File: src/rtl/vga_csr_ctrl_if.sv
// vga_csr_ctrl_if: native CSR bus between the AXI-Lite slave FSM and the VGA CSR bank.
//   write_en_i/addr_write_i/wdata_i  : one-cycle write strobe, word address, data
//   read_en_sync_i/addr_read_i       : one-cycle read strobe, word address
//   rdata_o                          : read data, valid the cycle after the read strobe
//   master modport drives strobes (slave FSM side), slave modport is the register bank.
interface vga_csr_ctrl_if #(
    parameter int NATIVE_ADDR_W = 4,
    parameter int DATA_W        = 32
);
    logic                     write_en_i;
    logic [NATIVE_ADDR_W-1:0] addr_write_i;
    logic [DATA_W-1:0]        wdata_i;
    logic                     read_en_sync_i;
    logic [NATIVE_ADDR_W-1:0] addr_read_i;
    logic [DATA_W-1:0]        rdata_o;

    modport master (
        output write_en_i, addr_write_i, wdata_i, read_en_sync_i, addr_read_i,
        input  rdata_o
    );

    modport slave (
        input  write_en_i, addr_write_i, wdata_i, read_en_sync_i, addr_read_i,
        output rdata_o
    );
endinterface

File: src/rtl/vga_csr_ctrl.sv
// vga_csr_ctrl: CSR bank for the VGA timing generator with frame-aligned shadow commit.
//   clk_i, arst_n_i (async, active-low) : clock and reset
//   bus (vga_csr_ctrl_if.slave)         : native write/read strobes and read data
//   frame_start_i                       : first-pixel-of-frame pulse from the timing generator
//   enable_o                            : timing generator enable
//   h_active_o/v_active_o/h_total_o/v_total_o : live timing values
//   irq_o                               : registered frame interrupt level
//   Optional frame counter built when VGA_CSR_FRAME_CNT_EN is defined.
module vga_csr_ctrl #(
    parameter int NATIVE_ADDR_W = 4,
    parameter int DATA_W        = 32,
    parameter int TIMING_W      = 12
) (
    input  logic                clk_i,
    input  logic                arst_n_i,
    vga_csr_ctrl_if.slave       bus,
    input  logic                frame_start_i,
    output logic                enable_o,
    output logic [TIMING_W-1:0] h_active_o,
    output logic [TIMING_W-1:0] v_active_o,
    output logic [TIMING_W-1:0] h_total_o,
    output logic [TIMING_W-1:0] v_total_o,
    output logic                irq_o
);
    typedef enum logic {IDLE, PENDING} state_e;

    localparam logic [NATIVE_ADDR_W-1:0] A_CTRL   = 0;
    localparam logic [NATIVE_ADDR_W-1:0] A_HACT   = 1;
    localparam logic [NATIVE_ADDR_W-1:0] A_VACT   = 2;
    localparam logic [NATIVE_ADDR_W-1:0] A_HTOT   = 3;
    localparam logic [NATIVE_ADDR_W-1:0] A_VTOT   = 4;
    localparam logic [NATIVE_ADDR_W-1:0] A_STATUS = 5;
    localparam logic [NATIVE_ADDR_W-1:0] A_FCNT   = 6;

    // Slot 0..3 = H_ACTIVE, V_ACTIVE, H_TOTAL, V_TOTAL (640x480 @ 800x525)
    localparam logic [3:0][TIMING_W-1:0] RST_TIMING = {
        TIMING_W'(525), TIMING_W'(800), TIMING_W'(480), TIMING_W'(640)
    };

    state_e                    state_q, state_d;
    logic [3:0][TIMING_W-1:0]  shadow_q, shadow_d, live_q, live_d;
    logic                      enable_q, enable_d, irq_en_q, irq_en_d;
    logic                      apply_q, apply_d, frame_done_q, frame_done_d;
    logic                      irq_q, irq_d;
    logic [DATA_W-1:0]         rdata_q, rdata_d, rd_val, frame_cnt_rd;
    logic                      wr_timing, ctrl_wr, commit;
    logic [1:0]                wr_idx, rd_idx;
    logic                      unused_wdata;

    assign unused_wdata = ^bus.wdata_i[DATA_W-1:TIMING_W];

    always_comb begin
        wr_timing    = bus.write_en_i && bus.addr_write_i >= A_HACT && bus.addr_write_i <= A_VTOT;
        ctrl_wr      = bus.write_en_i && bus.addr_write_i == A_CTRL;
        wr_idx       = 2'(bus.addr_write_i - A_HACT);
        rd_idx       = 2'(bus.addr_read_i - A_HACT);
        // apply_q is the registered apply_now pulse, so apply commits one edge after the CTRL write
        commit       = state_q == PENDING && (frame_start_i || !enable_q || apply_q);
        shadow_d     = shadow_q;
        if (wr_timing)
            shadow_d[wr_idx] = bus.wdata_i[TIMING_W-1:0];
        // commit copies the pre-write shadow; a concurrent shadow write keeps us PENDING
        live_d       = commit ? shadow_q : live_q;
        state_d      = wr_timing ? PENDING : commit ? IDLE : state_q;
        enable_d     = ctrl_wr ? bus.wdata_i[0] : enable_q;
        irq_en_d     = ctrl_wr ? bus.wdata_i[1] : irq_en_q;
        apply_d      = ctrl_wr && bus.wdata_i[2];
        frame_done_d = frame_start_i || (frame_done_q &&
                       !(bus.write_en_i && bus.addr_write_i == A_STATUS && bus.wdata_i[0]));
        irq_d        = frame_done_q && irq_en_q;
        case (bus.addr_read_i)
            A_CTRL:                         rd_val = DATA_W'({irq_en_q, enable_q});
            A_HACT, A_VACT, A_HTOT, A_VTOT: rd_val = DATA_W'(shadow_q[rd_idx]);
            A_STATUS:                       rd_val = DATA_W'({state_q == PENDING, frame_done_q});
            A_FCNT:                         rd_val = frame_cnt_rd;
            default:                        rd_val = '0;
        endcase
        rdata_d      = bus.read_en_sync_i ? rd_val : rdata_q;
    end

    always_ff @(posedge clk_i or negedge arst_n_i) begin
        if (!arst_n_i) begin
            state_q      <= IDLE;
            shadow_q     <= RST_TIMING;
            live_q       <= RST_TIMING;
            enable_q     <= 1'b0;
            irq_en_q     <= 1'b0;
            apply_q      <= 1'b0;
            frame_done_q <= 1'b0;
            irq_q        <= 1'b0;
            rdata_q      <= '0;
        end else begin
            state_q      <= state_d;
            shadow_q     <= shadow_d;
            live_q       <= live_d;
            enable_q     <= enable_d;
            irq_en_q     <= irq_en_d;
            apply_q      <= apply_d;
            frame_done_q <= frame_done_d;
            irq_q        <= irq_d;
            rdata_q      <= rdata_d;
        end
    end

`ifdef VGA_CSR_FRAME_CNT_EN
    logic [DATA_W-1:0] frame_cnt_q, frame_cnt_d;

    always_comb
        frame_cnt_d = (bus.write_en_i && bus.addr_write_i == A_FCNT) ? '0 :
                      (frame_start_i && enable_q) ? frame_cnt_q + DATA_W'(1) : frame_cnt_q;

    always_ff @(posedge clk_i or negedge arst_n_i) begin
        if (!arst_n_i)
            frame_cnt_q <= '0;
        else
            frame_cnt_q <= frame_cnt_d;
    end

    assign frame_cnt_rd = frame_cnt_q;
`else
    assign frame_cnt_rd = '0;
`endif

    assign enable_o    = enable_q;
    assign h_active_o  = live_q[0];
    assign v_active_o  = live_q[1];
    assign h_total_o   = live_q[2];
    assign v_total_o   = live_q[3];
    assign irq_o       = irq_q;
    assign bus.rdata_o = rdata_q;
endmodule

File: src/flat_wrapper.sv
// flat-port wrapper written by rule: the top's interface ports become plain ports
module vga_csr_ctrl_flat 
#(
    parameter int NATIVE_ADDR_W = 4,
    parameter int DATA_W        = 32,
    parameter int TIMING_W      = 12
)
  (clk_i, arst_n_i, frame_start_i, enable_o, h_active_o, v_active_o, h_total_o, v_total_o, irq_o, bus_write_en_i, bus_addr_write_i, bus_wdata_i, bus_read_en_sync_i, bus_addr_read_i, bus_rdata_o);
  vga_csr_ctrl_if #(.NATIVE_ADDR_W(NATIVE_ADDR_W), .DATA_W(DATA_W)) bus_i ();
  input  logic clk_i;
  input  logic arst_n_i;
  input  logic frame_start_i;
  output logic enable_o;
  output logic [TIMING_W-1:0] h_active_o;
  output logic [TIMING_W-1:0] v_active_o;
  output logic [TIMING_W-1:0] h_total_o;
  output logic [TIMING_W-1:0] v_total_o;
  output logic irq_o;
  input wire logic [$bits(bus_i.write_en_i)-1:0] bus_write_en_i;
  input wire logic [$bits(bus_i.addr_write_i)-1:0] bus_addr_write_i;
  input wire logic [$bits(bus_i.wdata_i)-1:0] bus_wdata_i;
  input wire logic [$bits(bus_i.read_en_sync_i)-1:0] bus_read_en_sync_i;
  input wire logic [$bits(bus_i.addr_read_i)-1:0] bus_addr_read_i;
  output wire logic [$bits(bus_i.rdata_o)-1:0] bus_rdata_o;
  assign bus_i.write_en_i = bus_write_en_i;
  assign bus_i.addr_write_i = bus_addr_write_i;
  assign bus_i.wdata_i = bus_wdata_i;
  assign bus_i.read_en_sync_i = bus_read_en_sync_i;
  assign bus_i.addr_read_i = bus_addr_read_i;
  assign bus_rdata_o = bus_i.rdata_o;
  vga_csr_ctrl #(.NATIVE_ADDR_W(NATIVE_ADDR_W), .DATA_W(DATA_W), .TIMING_W(TIMING_W)) u_core (.clk_i(clk_i), .arst_n_i(arst_n_i), .bus(bus_i), .frame_start_i(frame_start_i), .enable_o(enable_o), .h_active_o(h_active_o), .v_active_o(v_active_o), .h_total_o(h_total_o), .v_total_o(v_total_o), .irq_o(irq_o));
endmodule
File: config.mk
export PLATFORM = sky130hd
export DESIGN_NAME = vga_csr_ctrl_flat
export DESIGN_NICKNAME = d
export VERILOG_FILES = /design/src/rtl/vga_csr_ctrl_if.sv /design/src/rtl/vga_csr_ctrl.sv /design/src/flat_wrapper.sv
export SDC_FILE = /design/constraint.sdc
export NUM_CORES = 1
export LEC_CHECK = 0
export CORE_ASPECT_RATIO = 0.9
export CORE_MARGIN = 2
export CORE_UTILIZATION = 53
export CTS_BUF_LIST = sky130_fd_sc_hd__clkbuf_8 sky130_fd_sc_hd__clkbuf_16
export CTS_CLUSTER_SIZE = 28
export DETAILED_ROUTE_END_ITERATION = 16
export MAX_ROUTING_LAYER = met4
export PLACE_DENSITY = 0.94
export RECOVER_POWER = 100
export SYNTH_ARGS = -nofsm -noshare
export SYNTH_HDL_FRONTEND = slang
export SYNTH_SLANG_ARGS = --single-unit
File: constraint.sdc
create_clock -name clk_i -period 2.6 [get_ports clk_i]
set_input_delay 0.78 -clock clk_i [delete_from_list [all_inputs] [get_ports clk_i]]
set_output_delay 0.78 -clock clk_i [all_outputs]
set_load 0.02 [all_outputs]
==> qor.csv, run 1 <==
stage,metric,value,unit
run_status,status,finished clean,
synthesis,syn-mean-instance-area,15.5,µm²
global_route,antenna_found_initial,0,
global_route,grt_max_degree,47,
worst_setup_path,arrival,1.72,ns
worst_setup_path,cp-end-kind,primary output,
cts,cts_tree,built,
worst_setup_path,crit_start,u_core.v_total_o[0]$_DFFE_PN1P_,
synthesis,syn_area,0.00509,mm²
worst_setup_path,worst_r2r_endpoint,u_core.h_active_o[5]$_DFFE_PN0P_,
worst_setup_path,critPathMaxStageDelay,0.67,ns
worst_setup_path,endpoint,v_total_o[0],
synthesis,ys_seq_area_share,56.7,%
synthesis,yosysTopAreaCell,dfrtp_1,
finish,area_growth,27.5,%
cts,cts_buffers,17,
cts,ctsResizeCount,0,
sta,setup_viol_count_final,0,
detailed_routing,remaining_drc_errors,0,
global_route,grt_pass1_vias,3274,
synthesis,synthTopCellsByArea,"dfrtp_1 43%, mux2_2 15%, dfstp_2 13%",
sta,tns,0,ns
sta,whs,0.442,ns
worst_setup_path,critPathSlowestCell,dlygate4sd3_1,
sta,finalHoldViolCount,0,
power_and_ir_drop,pwr_density_cell,1090,mW/mm²
sta,worst_pin_slew,1.10,ns
placed_design,preCtsSetupSlack,-0.0273,ns
finish,post-route-util,70.4,%
worst_setup_path,required,1.82,ns
finish,n_fill_cell,624,
synthesis,synth_edf_count,0,
worst_setup_path,reg2reg_from,u_core.apply_q$_DFF_PN0_,
cts,hold_buffers,0,
hold_path,min_path_type,input port to asynchronous set/reset pin,
cts,cts_htree_levels,4,
die,rows,33,
worst_setup_path,crit_path_cell_trace,dlygate4sd3_1,
die,die_h,96.9,µm
synthesis,synth_cells,328,
finish,post_route_cells_drive_above_1_share,32.9,%
sta,slew_viol_final,0,
worst_setup_path,reg2reg_depth,4,
cts,root_buffer,clkbuf_8,
die,start_util,55.2,%
finish,nets,481,
cts,cts.clk_slew.worst_paths,0.06,ns
synthesis,synth_seq_cells,114,
detailed_routing,ant_nets,0,
die,die_x,107,µm
die,core_area,0.00921,mm²
worst_setup_path,cp.depth,1,
sta,fin_worst_skew,0.00982,ns
synthesis,synth_cell_types,39,
synthesis,synth_top_flop_cell,dfrtp_1,
synthesis,synth_top_area_share,43.3,%
placed_design,gp_congestion,0.856,
cts,insertion_delay,0.52,ns
sta,finalCritPeriodShare,96.0,%
finish,final_cell_mix,"88 x dfrtp_1, 65 x mux2_2, 60 x dlygate4sd3_1",
synthesis,synthArstFlopShare,100,%
detailed_routing,viasPerCell,5.32,
placed_design,portBuffers,86,
worst_setup_path,path_max_fanout,2,
cts,cts_buffer_depth,2,
worst_setup_path,worst-path-buf-inv,1,
power_and_ir_drop,power,0.00709,W
worst_setup_path,cpLargestDelayFamily,buffers and inverters,
finish,mostFrequentLayoutCell,dfrtp_1,
detailed_routing,drt-wirelength-per-cell,19.3,µm
worst_setup_path,crit_type,flop to primary output,
cts,post_cts_buffers,0,
global_route,grt.overflow.total,0,
die,die-area,0.0104,mm²
sta,rsz0062_at_grt,no,
power_and_ir_drop,vdd_drop_max,0.582,mV
finish,num_antenna_cells,0,
die,io_pins,127,
global_route,grt_pass1_wl,17.4,mm
sta,fin_ws,0.105,ns
detailed_routing,dr.pass1.iters,4,
sta,period_minus_slack,2.50,ns
sta,clock.fmax,401,MHz
power_and_ir_drop,p_leak,2.93,nW
worst_setup_path,rrSetupSlack,0.96,ns
global_route,grt.total_usage,22.8,%
detailed_routing,finalWirelength,10.9,mm
sta,relSlewSlack,26.8,%
cts,cts_sinks,114,
worst_setup_path,cp-start-kind,flop,
run,cap_violations,0,
detailed_routing,num_vias,3011,
synthesis,yosysWarnings,0,
placed_design,dp_hpwl,7.13,mm
detailed_routing,drtIter0Drc,92,
## routing by layer
layer  track usage (%)  wire (µm)
met4              10.5        174
met3              5.26        408
met5                 -          0
met2              35.9       5710
met1              28.1       4610
## layout make-up
type                            count  area, µm²  area share (%)
Inverter                           22       82.6            1.27
Clock buffer                       17        414            6.39
Timing Repair Buffer               97        950            14.6
Clock inverter                     15        173            2.66
Sequential cell                   114       2890            44.5
Tap cell                          122        153            2.35
Multi-Input combinational cell    179       1830            28.2
## cell usage after synthesis, types with 5 or more instances
cell,count
dfrtp_1,88
mux2_2,66
dfstp_2,26
inv_1,22
mux2_4,21
buf_4,20
mux2_1,11
o22ai_1,10
mux4_2,9
buf_6,8
nor2_1,6
ha_1,5
## where the power goes
part,leakage [nW],switching (W),internal [W]
Combinational,1.28,0.000988,0.00104
Clock,0.278,0.000880,0.00139
Sequential,1.37,0.000357,0.00244
## registers in the layout, indices dropped and copies added (netlist names)
name and cells:
u_core.v_active_o 12, u_core.v_total_o 12, u_core.apply_q 1, u_core.frame_done_q 1, u_core.enable_o 1, u_core.shadow_q 48, u_core.bus.rdata_o 12, u_core.h_active_o 12
u_core.irq_en_q 1, u_core.state_q 1, u_core.h_total_o 12, u_core.irq_o 1
## how the worst min path moves through the flow
stage | start | to | slack (ns)
3_5_place_dp | u_core.v_active_o[0]$_DFFE_PN0P_ | u_core.v_active_o[0]$_DFFE_PN0P_ | 0.49
6_report | arst_n_i | u_core.shadow_q[25]$_DFFE_PN0P_ | 0.44
3_3_place_gp | u_core.frame_done_q$_DFF_PN0_ | u_core.frame_done_q$_DFF_PN0_ | 0.48
5_1_grt | arst_n_i | u_core.shadow_q[25]$_DFFE_PN0P_ | 0.52
2_1_floorplan | u_core.frame_done_q$_DFF_PN0_ | u_core.frame_done_q$_DFF_PN0_ | 0.46
4_1_cts | arst_n_i | u_core.shadow_q[25]$_DFFE_PN0P_ | 0.26
## per-stage QoR
stage / instances / area (µm²)
detailed placement: 534 / 6030
floorplan: 347 / 5160
finish: 566 / 6480
global placement: 534 / 6030
global route: 566 / 6480
CTS: 566 / 6620
## logic make-up after synthesis
group,synth area share [%]
AO/OA/AOI/OAI,2.09
XOR/XNOR,0.172
adder cells (fa/ha/maj),1.23
buffers and inverters,6.72
flip-flops,56.7
multiplexers,28.8
other,0.0737
AND/OR/NAND/NOR,4.21
No activity file was read; power rests on OpenSTA's default activity.
==> inputs of run 2 (changes only) <==
Settings changed: SETUP_SLACK_MARGIN from default to 0.02.
==> results of run 2 <==
The final DEF is identical to that of run 1; final timing and power are the same.
